**src/rtl/ddr_port_arbiter_if.sv**
```systemverilog
// Bundle for the requester side and the physical DDR side of ddr_port_arbiter.
// The arbiter uses the slave modport; the masters and the DDR controller use the master modport.
interface ddr_port_arbiter_if #(
    parameter int unsigned NumReq = 2
);
    localparam int unsigned GrantW = (NumReq > 1) ? $clog2(NumReq) : 1;

    logic [NumReq-1:0]    req_req;
    logic [NumReq*64-1:0] req_wdata;
    logic [NumReq*8-1:0]  req_wstrb;
    logic [NumReq*32-1:0] req_addr;
    logic [63:0]          req_rdata;
    logic [NumReq-1:0]    req_ready;
    logic [NumReq-1:0]    req_busy;
    logic [NumReq-1:0]    req_err;
    logic [GrantW-1:0]    grant;

    logic                 ddr_req;
    logic [63:0]          ddr_wdata;
    logic [7:0]           ddr_wstrb;
    logic [31:0]          ddr_addr;
    logic [63:0]          ddr_rdata;
    logic                 ddr_ready;
    logic                 ddr_busy;

    modport slave (
        input  req_req, req_wdata, req_wstrb, req_addr, ddr_rdata, ddr_ready, ddr_busy,
        output req_rdata, req_ready, req_busy, req_err, grant,
        output ddr_req, ddr_wdata, ddr_wstrb, ddr_addr
    );

    modport master (
        output req_req, req_wdata, req_wstrb, req_addr, ddr_rdata, ddr_ready, ddr_busy,
        input  req_rdata, req_ready, req_busy, req_err, grant,
        input  ddr_req, ddr_wdata, ddr_wstrb, ddr_addr
    );
endinterface

```
**src/rtl/ddr_port_arbiter.sv**
```systemverilog
// Round-robin arbiter sharing one DDR request port among NumReq masters.
// Optional ISSUE timeout abort enabled by defining DDR_ARB_TIMEOUT_EN.
module ddr_port_arbiter #(
    parameter int unsigned NumReq        = 2,
    parameter int unsigned TimeoutCycles = 1024
) (
    input  logic                clk,
    input  logic                reset_n,
    ddr_port_arbiter_if.slave   bus
);
    localparam int unsigned GrantW = (NumReq > 1) ? $clog2(NumReq) : 1;

    if (NumReq < 2 || NumReq > 8 || TimeoutCycles < 2 || TimeoutCycles > 65536) begin : g_param_check
        $error("ddr_port_arbiter: parameter out of range");
    end

    typedef enum logic {S_IDLE, S_ISSUE} state_e;

    state_e            state_q, state_d;
    logic [GrantW-1:0] grant_q, grant_d;
    logic [GrantW-1:0] rr_ptr_q, rr_ptr_d;
    logic [GrantW-1:0] pick_c;
    logic              found_c;
    logic              timeout_c;

`ifdef DDR_ARB_TIMEOUT_EN
    logic [15:0] cnt_q, cnt_d;

    // Counter is held at zero in IDLE, so it starts from zero on every new grant.
    always_comb begin
        cnt_d = cnt_q;
        if (state_q == S_IDLE) cnt_d = '0;
        else                   cnt_d = cnt_q + 16'd1;
    end

    always_ff @(posedge clk) begin
        if (!reset_n) cnt_q <= '0;
        else          cnt_q <= cnt_d;
    end

    assign timeout_c = (state_q == S_ISSUE) && !bus.ddr_ready &&
                       (cnt_q == 16'(TimeoutCycles - 1));
`else
    assign timeout_c = 1'b0;
`endif

    // Search from rr_ptr upward, wrapping exactly at NumReq.
    always_comb begin
        logic [GrantW-1:0] idx;
        pick_c  = rr_ptr_q;
        found_c = 1'b0;
        idx     = '0;
        for (int i = 0; i < int'(NumReq); i++) begin
            if (int'(rr_ptr_q) + i >= int'(NumReq)) idx = GrantW'(int'(rr_ptr_q) + i - int'(NumReq));
            else                                    idx = GrantW'(int'(rr_ptr_q) + i);
            if (!found_c && bus.req_req[idx]) begin
                found_c = 1'b1;
                pick_c  = idx;
            end
        end
    end

    always_comb begin
        state_d       = state_q;
        grant_d       = grant_q;
        rr_ptr_d      = rr_ptr_q;
        bus.ddr_req   = 1'b0;
        bus.ddr_wdata = '0;
        bus.ddr_wstrb = '0;
        bus.ddr_addr  = '0;
        bus.req_rdata = '0;
        bus.req_ready = '0;
        bus.req_err   = '0;
        bus.req_busy  = {NumReq{bus.ddr_busy}};

        case (state_q)
            S_IDLE: begin
                if (!bus.ddr_busy && found_c) begin
                    grant_d = pick_c;
                    state_d = S_ISSUE;
                end
            end
            S_ISSUE: begin
                bus.ddr_req = 1'b1;
                for (int i = 0; i < int'(NumReq); i++) begin
                    if (GrantW'(i) == grant_q) begin
                        bus.ddr_wdata    = bus.req_wdata[64*i +: 64];
                        bus.ddr_wstrb    = bus.req_wstrb[8*i +: 8];
                        bus.ddr_addr     = bus.req_addr[32*i +: 32];
                        bus.req_ready[i] = bus.ddr_ready | timeout_c;
                        bus.req_err[i]   = timeout_c;
                    end else begin
                        bus.req_busy[i]  = 1'b1;
                    end
                end
                if (bus.ddr_ready) bus.req_rdata = bus.ddr_rdata;
                if (bus.ddr_ready || timeout_c) begin
                    rr_ptr_d = (grant_q == GrantW'(NumReq - 1)) ? '0 : grant_q + 1'b1;
                    state_d  = S_IDLE;
                end
            end
            default: state_d = S_IDLE;
        endcase
    end

    always_ff @(posedge clk) begin
        if (!reset_n) begin
            state_q  <= S_IDLE;
            grant_q  <= '0;
            rr_ptr_q <= '0;
        end else begin
            state_q  <= state_d;
            grant_q  <= grant_d;
            rr_ptr_q <= rr_ptr_d;
        end
    end

    assign bus.grant = grant_q;
endmodule

```
**src/flat_wrapper.sv**
```systemverilog
// flat-port wrapper written by rule: the top's interface ports become plain ports
module ddr_port_arbiter_flat 
#(
    parameter int unsigned NumReq        = 2,
    parameter int unsigned TimeoutCycles = 1024
)
  (clk, reset_n, bus_req_req, bus_req_wdata, bus_req_wstrb, bus_req_addr, bus_ddr_rdata, bus_ddr_ready, bus_ddr_busy, bus_req_rdata, bus_req_ready, bus_req_busy, bus_req_err, bus_grant, bus_ddr_req, bus_ddr_wdata, bus_ddr_wstrb, bus_ddr_addr);
  ddr_port_arbiter_if #(.NumReq(NumReq)) bus_i ();
  input  logic clk;
  input  logic reset_n;
  input wire logic [$bits(bus_i.req_req)-1:0] bus_req_req;
  input wire logic [$bits(bus_i.req_wdata)-1:0] bus_req_wdata;
  input wire logic [$bits(bus_i.req_wstrb)-1:0] bus_req_wstrb;
  input wire logic [$bits(bus_i.req_addr)-1:0] bus_req_addr;
  input wire logic [$bits(bus_i.ddr_rdata)-1:0] bus_ddr_rdata;
  input wire logic [$bits(bus_i.ddr_ready)-1:0] bus_ddr_ready;
  input wire logic [$bits(bus_i.ddr_busy)-1:0] bus_ddr_busy;
  output wire logic [$bits(bus_i.req_rdata)-1:0] bus_req_rdata;
  output wire logic [$bits(bus_i.req_ready)-1:0] bus_req_ready;
  output wire logic [$bits(bus_i.req_busy)-1:0] bus_req_busy;
  output wire logic [$bits(bus_i.req_err)-1:0] bus_req_err;
  output wire logic [$bits(bus_i.grant)-1:0] bus_grant;
  output wire logic [$bits(bus_i.ddr_req)-1:0] bus_ddr_req;
  output wire logic [$bits(bus_i.ddr_wdata)-1:0] bus_ddr_wdata;
  output wire logic [$bits(bus_i.ddr_wstrb)-1:0] bus_ddr_wstrb;
  output wire logic [$bits(bus_i.ddr_addr)-1:0] bus_ddr_addr;
  assign bus_i.req_req = bus_req_req;
  assign bus_i.req_wdata = bus_req_wdata;
  assign bus_i.req_wstrb = bus_req_wstrb;
  assign bus_i.req_addr = bus_req_addr;
  assign bus_i.ddr_rdata = bus_ddr_rdata;
  assign bus_i.ddr_ready = bus_ddr_ready;
  assign bus_i.ddr_busy = bus_ddr_busy;
  assign bus_req_rdata = bus_i.req_rdata;
  assign bus_req_ready = bus_i.req_ready;
  assign bus_req_busy = bus_i.req_busy;
  assign bus_req_err = bus_i.req_err;
  assign bus_grant = bus_i.grant;
  assign bus_ddr_req = bus_i.ddr_req;
  assign bus_ddr_wdata = bus_i.ddr_wdata;
  assign bus_ddr_wstrb = bus_i.ddr_wstrb;
  assign bus_ddr_addr = bus_i.ddr_addr;
  ddr_port_arbiter #(.NumReq(NumReq), .TimeoutCycles(TimeoutCycles)) u_core (.clk(clk), .reset_n(reset_n), .bus(bus_i));
endmodule
```
**config.mk**
```make
export PLATFORM = sky130hd
export DESIGN_NAME = ddr_port_arbiter_flat
export DESIGN_NICKNAME = d
export VERILOG_FILES = /design/src/rtl/ddr_port_arbiter_if.sv /design/src/rtl/ddr_port_arbiter.sv /design/src/flat_wrapper.sv
export SDC_FILE = /design/constraint.sdc
export NUM_CORES = 1
export LEC_CHECK = 0
export CORE_AREA = 8 8 169 171
export DETAILED_ROUTE_END_ITERATION = 7
export DIE_AREA = 0 0 177 179
export MAX_ROUTING_LAYER = met4
export PLACE_DENSITY_LB_ADDON = 0.12
export SLEW_MARGIN = 0
export SYNTH_ARGS = -nofsm -noshare
export SYNTH_HDL_FRONTEND = slang
export SYNTH_SLANG_ARGS = --single-unit
```
**constraint.sdc**
```tcl
create_clock -name clk -period 1.4 [get_ports clk]
set_input_delay 0.14 -clock clk [delete_from_list [all_inputs] [get_ports clk]]
set_output_delay 0.14 -clock clk [all_outputs]
set_load 0.01 [all_outputs]
```
==> out/results.ini, run 1 <==
[run_status]
status = complete, but fails checks
violations = negative setup slack

[global_routing]
grt_pass1_vias = 4877
groute.usage.overall = 0.134
grt_max_degree = 41
antenna_found_initial = 2
grt_pass1_wl_um = 31300
grt-ovfl-total = 0

[timing]
final-setup-viol-count = 115
drv_slew = 0
post-route-min-period_ns = 1.59
min_period_over_period = 1.14
worst_slack_ns = -0.190
fin_hold_ws_ns = 0.566
rsz0062_at_grt = true
hold_violations = 0
fin_worst_skew_ns = 0.000724
fmax_ghz = 0.629

[synthesis]
synthArstFlopShare = 0
syn_avg_cell_area_um2 = 7.45
syn_inst = 332
synth-xor-area-share = 0
synth-seq-cells = 3
synth-simple-area-share = 0.441
synth_ff_type = dfxtp_1
synth_area_leaders = mux2i_1, nor2b_1, and3_1
syn_area_um2 = 2470
synth_cell_types = 22
synth.top_cell.area_share = 0.421
yosys.area.top_type = mux2i_1
synth-adder-area-share = 0
synth_compound_area_frac = 0.0202
synth-seq-area-share = 0.0243
synth_edf_count = 0
synth_warnings = 0
synth_top_family_by_area = simple AND/OR/NAND/NOR gates
synth.area.mux_share = 0.421

[detailed_routing]
drcViolationCount = 0
firstDrtPassIters = 3
routedWlPerCell_um = 19.9
drtIter0Drc = 75
num_vias = 4404
routed_via_density = 3.76
drt_wl_total_um = 23400
postRouteAntennaNets = 0

[floorplan]
die_area_um2 = 31700
rows = 59
die_w_um = 177
start_util = 0.0961
ios = 454
core_area_um2 = 25800
fp.dieH_um = 179

[critical_path]
cp_common_cell = buf_12
timing.critical_path.buf_inv = 4
crit_slowest_cell = dfxtp_4
r2r-end = u_core.bus.grant
worstReg2RegStart = u_core.state_q
reg2reg_depth = 5
crit_path_end = bus_ddr_wdata[8]
slowest_delay_ns = 0.41
cp-end-kind = output port
path_delay_family = buffers and inverters
start_kind = flip-flop
path_cells = buf_12 > buf_12 > buf_6 > mux2i_2 > nor2b_1 > buf_2
timing.critical_path.fanout_max = 7
critPathKind = reg2out
cp.depth = 6
cp.arrival_ns = 1.45
required_ns = 1.26
r2r_setup_slack_ns = 0.17
crit_path_start = u_core.bus.grant

[final_layout]
multi_input_area_um2 = 2390
nets = 1114
nFillCells = 2697
syn_to_final_growth_pct = 229
final_cell_area_um2 = 8150
regArea_um2 = 67.6
final_core_util = 0.316
drive_gt1_frac = 0.362

[flow_run]
drv_cap = 0

[pwr]
leakage_nw = 3.66
max-vdd-ir-drop_v = 0.000268
powerDensity_nw_per_um2 = 359

[clocking]
htree_levels = 1
cts_buffers = 3
cts_hold_buf = 0
clkTransAtPathRegs_ns = 0.03
insertion_delay_ns = 0.22
clk_path_buf_depth = 2
cts_tree = done
root_buffer = clkbuf_16
cts_sinks = 3

[placement]
place_congestion = 0.810
port_buffers = 451
placedInstanceArea_um2 = 7440
dp_hpwl_um = 17900

[hold_path]
hold_path_class = reg2reg

[tightest hold or removal path, stage by stage, from the launching register on]
cell and delay [ns]:
dfxtp_1 0.31, and2_1 0.12, o21a_1 0.10
[power breakdown]
| group | switching, mW | leakage [nW] | internal (mW) |
|---|---|---|---|
| Clock | 0.0798 | 0.0382 | 0.376 |
| Combinational | 0.809 | 3.60 | 1.56 |
| Sequential | 0.0122 | 0.0260 | 0.0905 |
[cell usage after synthesis, types with 2 or more instances]
cell type  instances
mux2i_1          104
nor2b_1          104
and3_1            64
clkbuf_1          23
buf_4             11
buf_2              3
dfxtp_1            3
a21o_1             2
buf_8              2
nand2_1            2
nand2b_1           2
nor2_1             2
[sequential cells by signal, indices dropped and copies added (netlist names)]
register / cells
u_core.rr_ptr_q: 1
u_core.bus.grant: 1
u_core.state_q: 1
[layout make-up]
class                           instances  area share
Multi-Input combinational cell        289       0.294
Timing Repair Buffer                  538       0.636
Antenna cell                            2    0.000614
Inverter                                1    0.000461
Tap cell                              335      0.0515
Sequential cell                         3     0.00829
Clock buffer                            4     0.00968
[layout by cell type, fill, tap and decap left out]
cell / n
buf_12: 16
buf_16: 16
inv_2: 1
clkbuf_16: 5
dfxtp_1: 1
mux2i_4: 5
a21boi_0: 1
dlygate4sd2_1: 1
buf_4: 15
a41o_1: 1
o21a_1: 1
nor2b_2: 1
mux2i_2: 5
diode_2: 2
clkbuf_1: 1
buf_8: 8
nor2_1: 2
nor2b_1: 101
mux2i_1: 94
a21o_1: 2
nor2_2: 1
clkdlybuf4s50_1: 276
nand2_2: 1
dfxtp_4: 2
and3_4: 20
nand2b_1: 2
buf_2: 149
conb_1: 2
nor2b_4: 2
buf_6: 55
and2_1: 1
nand2_1: 1
and3_1: 44
o21ai_0: 1
a21oi_1: 1
[per-layer routing]
metal | part of all wire | vias up | GRT usage
li1 | - | 2149 | -
met1 | 0.35 | 1976 | 0.131
met2 | 0.56 | 271 | 0.266
met3 | 0.088 | 8 | 0.0350
met4 | 0.0055 | 0 | 0.0175
met5 | 0 | - | -
[worst min-delay path by stage]
stage | cells past startpoint | end | from | slack [ns]
2_1_floorplan | 1 | u_core.rr_ptr_q | reset_n | 0.26
3_3_place_gp | 2 | u_core.rr_ptr_q | u_core.rr_ptr_q | 0.56
3_5_place_dp | 2 | u_core.rr_ptr_q | u_core.rr_ptr_q | 0.55
4_1_cts | 2 | u_core.rr_ptr_q | u_core.rr_ptr_q | 0.56
5_1_grt | 2 | u_core.bus.grant | bus_req_req[1] | 0.59
6_report | 2 | u_core.rr_ptr_q | u_core.rr_ptr_q | 0.57
[metrics by stage]
step | TNS, ns | setup slack [ns] | power [mW] | instances
2_1_floorplan | 0 | 0.158 | 0.751 | 333
3_3_place_gp | -55.02 | -0.404 | 2.10 | 1102
3_5_place_dp | -56.67 | -0.461 | 2.11 | 1102
4_1_cts | -13.74 | -0.227 | 2.89 | 1166
5_1_grt | -16.88 | -0.262 | 3.10 | 1172
6_report | -8.88 | -0.190 | 2.92 | 1172
[repair_timing]
action	CTS	global route
setup endpoints to repair	174	135
gates resized for setup	798	59
cloned	17	2
hold endpoints to repair	0	0
pin swaps	1	0
buffers inserted	43	10
[logic make-up after synthesis]
| group | Yosys count |
|---|---|
| AND/OR/NAND/NOR | 176 |
| multiplexers | 104 |
| buffers and inverters | 41 |
| AO/OA/AOI/OAI | 7 |
| flip-flops | 3 |
| other | 1 |
Power figures use the tool's default switching activity.
==> run 2: changes to the inputs <==
--- a/config.mk
+++ b/config.mk
@@ -5,11 +5,14 @@
 export SDC_FILE = /design/constraint.sdc
 export NUM_CORES = 1
 export LEC_CHECK = 0
+export ABC_CLOCK_PERIOD_IN_PS = 1400
 export CORE_AREA = 8 8 169 171
+export CTS_CLUSTER_DIAMETER = 80
 export DETAILED_ROUTE_END_ITERATION = 7
 export DIE_AREA = 0 0 177 179
 export MAX_ROUTING_LAYER = met4
 export PLACE_DENSITY_LB_ADDON = 0.12
+export SETUP_SLACK_MARGIN = 0.02
 export SLEW_MARGIN = 0
 export SYNTH_ARGS = -nofsm -noshare
 export SYNTH_HDL_FRONTEND = slang
==> run 2 against run 1 <==
  * The run still ends with negative setup slack left
  * Wire length decreased by 0.45%
  * Clock-buffer cell count is the same
  * Flip-flop and latch count unchanged
  * Clock skew barely moved
  * Final cell count fell by 0.26%
  * Power is 1.4% lower
  * Global-route usage about the same
  * First-iteration DRC count rose by 6.7%
  * Non-clock buffer count is 3 lower
  * Sequential power about the same
  * Highest routed layer unchanged
  * Core utilization down 0.43 points
==> out/results.ini, run 2 (same netlist as run 1, synthesis figures left out) <==
[run_status]
status = complete, but fails checks
violations = negative setup slack

[critical_path]
r2r-end = u_core.bus.grant
required_ns = 1.26
cp-end-kind = output port
timing.critical_path.fanout_max = 7
crit_path_start = u_core.bus.grant
critPathKind = reg2out
start_kind = flip-flop
reg2reg_depth = 5
worstReg2RegStart = u_core.state_q
cp.arrival_ns = 1.45
crit_path_end = bus_ddr_wdata[8]
r2r_setup_slack_ns = 0.17

[hold_path]
worstHoldStart = u_core.rr_ptr_q
hold_path_class = reg2reg

[detailed_routing]
routed_via_density = 3.77
postRouteAntennaNets = 0
firstDrtPassIters = 4
drt_wl_total_um = 23300
drcViolationCount = 0
num_vias = 4403
drtIter0Drc = 80
routedWlPerCell_um = 19.9

[final_layout]
layout_common_cells = clkdlybuf4s50_1, buf_2, nor2b_1
syn_to_final_growth_pct = 225
drive_gt1_frac = 0.356
nFillCells = 2703
nets = 1111
finalNonFillerCells = 1169
final_core_util = 0.312
layout_commonest_cell = clkdlybuf4s50_1

[pwr]
power_frac_clock = 0.157
max-vdd-ir-drop_v = 0.000267
pwr-share-comb = 0.807
powerDensity_nw_per_um2 = 359
switching_share = 0.309
power.internal_mw = 1.99
p_total_mw = 2.88
leakage_nw = 3.64
switching_power_mw = 0.891
power_frac_seq = 0.036

[clocking]
insertion_delay_ns = 0.22
cts_tree = done
clkTransAtPathRegs_ns = 0.03
htree_levels = 1
cts_hold_buf = 0
root_buffer = clkbuf_16
cts_buffers = 3
clk_path_buf_depth = 2
cts_sinks = 3

[timing]
worst_slack_ns = -0.189
post-route-min-period_ns = 1.59
final-setup-viol-count = 116
fin_worst_skew_ns = 0.000958
fin_hold_ws_ns = 0.566
rsz0062_at_grt = true
fmax_ghz = 0.629
drv_slew = 0
hold_violations = 0
min_period_over_period = 1.14

[floorplan]
rows = 59
die_w_um = 177
die_area_um2 = 31700
ios = 454
start_util = 0.0961
core_area_um2 = 25800
fp.dieH_um = 179

[placement]
place_congestion = 0.810
dp_hpwl_um = 17900
port_buffers = 451
place_inst = 1102
place_ws_ns = -0.461

[global_routing]
groute.usage.overall = 0.134
grt-ovfl-total = 0
grt_pass1_vias = 4878
grt_pass1_wl_um = 31300
antenna_found_initial = 2
grt_max_degree = 41

[flow_run]
drv_cap = 0

[run 2: how the worst min path moves through the flow]
| stage | to | cells past startpoint | slack (ns) |
|---|---|---|---|
| CTS | u_core.rr_ptr_q | 2 | 0.56 |
| global placement | u_core.rr_ptr_q | 2 | 0.56 |
| floorplan | u_core.rr_ptr_q | 1 | 0.26 |
| finish | u_core.rr_ptr_q | 2 | 0.57 |
| global route | u_core.bus.grant | 2 | 0.59 |
| detailed placement | u_core.rr_ptr_q | 2 | 0.55 |
[run 2: layout make-up]
| class | count | area [µm²] | area share |
|---|---|---|---|
| Timing Repair Buffer | 535 | 5080 | 0.633 |
| Inverter | 1 | 3.75 | 0.000467 |
| Antenna cell | 2 | 5.00 | 0.000623 |
| Clock buffer | 4 | 78.8 | 0.00981 |
| Multi-Input combinational cell | 289 | 2380 | 0.296 |
| Tap cell | 335 | 419 | 0.0522 |
| Sequential cell | 3 | 67.6 | 0.00841 |
[run 2: power by group through the flow]
stage                     clock (mW)  combinational [mW]  sequential (mW)
after CTS                      0.458                2.29            0.104
final                          0.454                2.33            0.103
after global placement             0                1.99            0.111
after detailed placement           0                2.00            0.111
after floorplan                    0               0.654           0.0965
after global routing           0.471                2.48            0.104
[run 2: routing by layer]
| metal | share of wire | up-vias | global-route usage |
|---|---|---|---|
| li1 | - | 2144 | - |
| met1 | 0.34 | 1976 | 0.130 |
| met2 | 0.56 | 273 | 0.264 |
| met3 | 0.091 | 10 | 0.0358 |
| met4 | 0.0074 | 0 | 0.0200 |
| met5 | 0 | - | - |
[run 2: worst max-delay path, stage by stage, from the launching register on]
cell and delay, ns:
dfxtp_4 0.41, buf_12 0.16, buf_12 0.13, buf_6 0.09, mux2i_2 0.20, nor2b_1 0.07
buf_2 0.14
[run 2: timing repair]
item / in CTS / in global routing
setup endpoints to repair: 174 / 115
pin swaps: 0 / 0
gates cloned: 15 / 2
resized for setup: 791 / 52
setup buffers: 41 / 10
[run 2: per-stage QoR]
stage	area [µm²]	TNS (ns)
detailed placement	7440	-56.67
CTS	7790	-13.30
global placement	7440	-55.02
global route	8040	-16.98
floorplan	2480	0
finish	8040	-8.86
==> RTL change, RTL diff (flow settings as in run 1) <==
The option `DDR_ARB_TIMEOUT_EN` is turned on by a define.
--- a/src/rtl/ddr_port_arbiter.sv
+++ b/src/rtl/ddr_port_arbiter.sv
@@ -2,2 +2,4 @@
 // Optional ISSUE timeout abort enabled by defining DDR_ARB_TIMEOUT_EN.
+`define DDR_ARB_TIMEOUT_EN
+
 module ddr_port_arbiter #(
Behaviour: same outputs for any inputs over 4 cycles, from zero or initial values and one cycle with reset_n low; that may be too few to reach the edited logic, so the function may still have changed.
==> RTL change against run 1 <==
- the flow still finishes with violations (setup timing)
- sequential power grew to 5.4 times the old value
- first-iteration DRC count grew 61%
- design area up 25%
- wire length rose by 19%
- count of clock-buffer cells in the layout unchanged
- worst setup slack got worse by 0.61 ns
- synthesized cell count increased by 23%
- total power is 34% higher
- clock skew increased by 0.0027 ns
- synthesized area grew 25%
- sequential cell count grew 16
- maximum frequency is 28% lower
- critical path type unchanged
==> RTL change: results (changes against run 1) <==
- The worst hold path begins at u_core.cnt_q[0].
- Ranked by instance count, the synthesized netlist is headed by nor2b_1, mux2i_1, and3_1.
- The capture instance of the worst register-to-register path is u_core.rr_ptr_q.
- The worst stage delay on the critical path came to 0.54 ns (+0.13 ns).
- The static leakage is 4.31 nW (+18%).
- The initial detailed-routing violation count came to 121 (+61%).
- The net count reported at finish is 1,262 (+13%).
- The wire length on met3 came to 2.02 mm (-1.7%).
- The number of cells traversed by the worst register-to-register path is 6 (+1).
- The peak supply drop is 0.000385 V (+44%).
- The clock-pin slew of the registers on the worst-case setup and hold paths is 0.06 ns (+0.03 ns).
- The number of distinct standard cells referenced by the synthesized netlist is 31 (+41%).
- The number of global-route vias before repair is 5,377 (+10%).
- The total negative setup slack came to -33.78 ns (-24.90 ns).
- The final-layout fill cell count is 2,632 (-2.4%).
- The maximum number of pins on one net before global-route repair came to 35 (-15%).
- The largest driver fanout on the critical path came to 4 (-3).
- The number of antenna violations at the first check in global routing is 4 (+2).
- The total routing usage reported by global routing is 15.9% (+2.5 points).
- The proportion of synthesized area in mux cells is 33.5% (-8.5 points).
- The worst-path cell with the longest stage delay is or4_4.
- The count of port buffers added during placement came to 453 (+0.44%).
- The post-CTS resize count is 841 (+5.4%).
- The synthesized-area fraction occupied by adder cells is 0.403% (+0.40 points).
- The compound-gate portion of the synthesized area is 1.98% (-0.047 points).
- The sum of met2 wire segment lengths after detailed routing is 14.9 mm (+14%).
- The ratio of routed vias to standard cells is 3.92 (+4.2%).
- The worst-case setup margin in the final layout was -0.795 ns (-0.606 ns).
- The minimum setup slack among reg-to-reg paths is -0.67 ns (-0.84 ns).
- The final reports fail on setup timing.
- The arrival time at the worst endpoint is 2.06 ns (+0.61 ns).
- The flow ran to the end, but the final reports show violations.
- The total iterations of the first detailed-routing run is 4 (+1).
- The clock insertion delay at the later pin of the skew report is 0.25 ns (+0.03 ns).
- The count of final setup violators is 160 (+39%).
## RTL change: cell type report
class	instances	area share, %
multi-input cells	350	30.8
inverters	1	0.0369
flip-flops and latches	19	3.93
clock buffers	4	0.774
well taps	335	4.12
diodes	4	0.0983
repair buffers	608	60.3
## RTL change: worst max-delay path by stage
stage,startpoint,end,slack (ns),cells after the start
after floorplan,u_core.cnt_q[1],u_core.rr_ptr_q,-0.45,5
after global routing,u_core.cnt_q[0],bus_req_ready[0],-0.85,6
after CTS,u_core.cnt_q[10],bus_req_ready[0],-0.79,5
final,u_core.cnt_q[0],bus_req_ready[0],-0.80,6
after detailed placement,u_core.cnt_q[1],bus_req_ready[0],-0.94,6
after global placement,u_core.cnt_q[1],bus_req_ready[0],-0.94,6
## RTL change: routing by layer
layer	up-vias	GRT usage (%)
met5	-	-
met4	0	1.26
met3	16	3.94
met2	197	29.8
met1	2379	17.3
li1	2582	-
## RTL change: worst min-delay path, cell delays in order (launching register included)
cell and delay (ns):
dfxtp_2 0.35, buf_4 0.11, nor2_2 0.03
## RTL change: cell families after synthesis
family,after synthesis
flops,19
xor+xnor,12
simple gates,224
compound gates,9
buf+inv,40
fa+ha+maj,1
mux,104
## RTL change: stage by stage
stage               power, mW  cells  hold WS, ns  instance area [um^2]
floorplan                1.23    409        0.268                  3140
global placement         2.76   1217        0.506                  8540
detailed placement       2.76   1217        0.502                  8540
CTS                      3.77   1311        0.520                  9470
global route             4.13   1321        0.541                 10200
finish                   3.92   1321        0.525                 10200
## RTL change: report_power, final
part | total, mW | switching, mW | internal [mW]
Clock | 0.593 | 0.206 | 0.387
Sequential | 0.561 | 0.0130 | 0.548
Combinational | 2.76 | 0.950 | 1.81
Total | 3.92 | 1.17 | 2.75
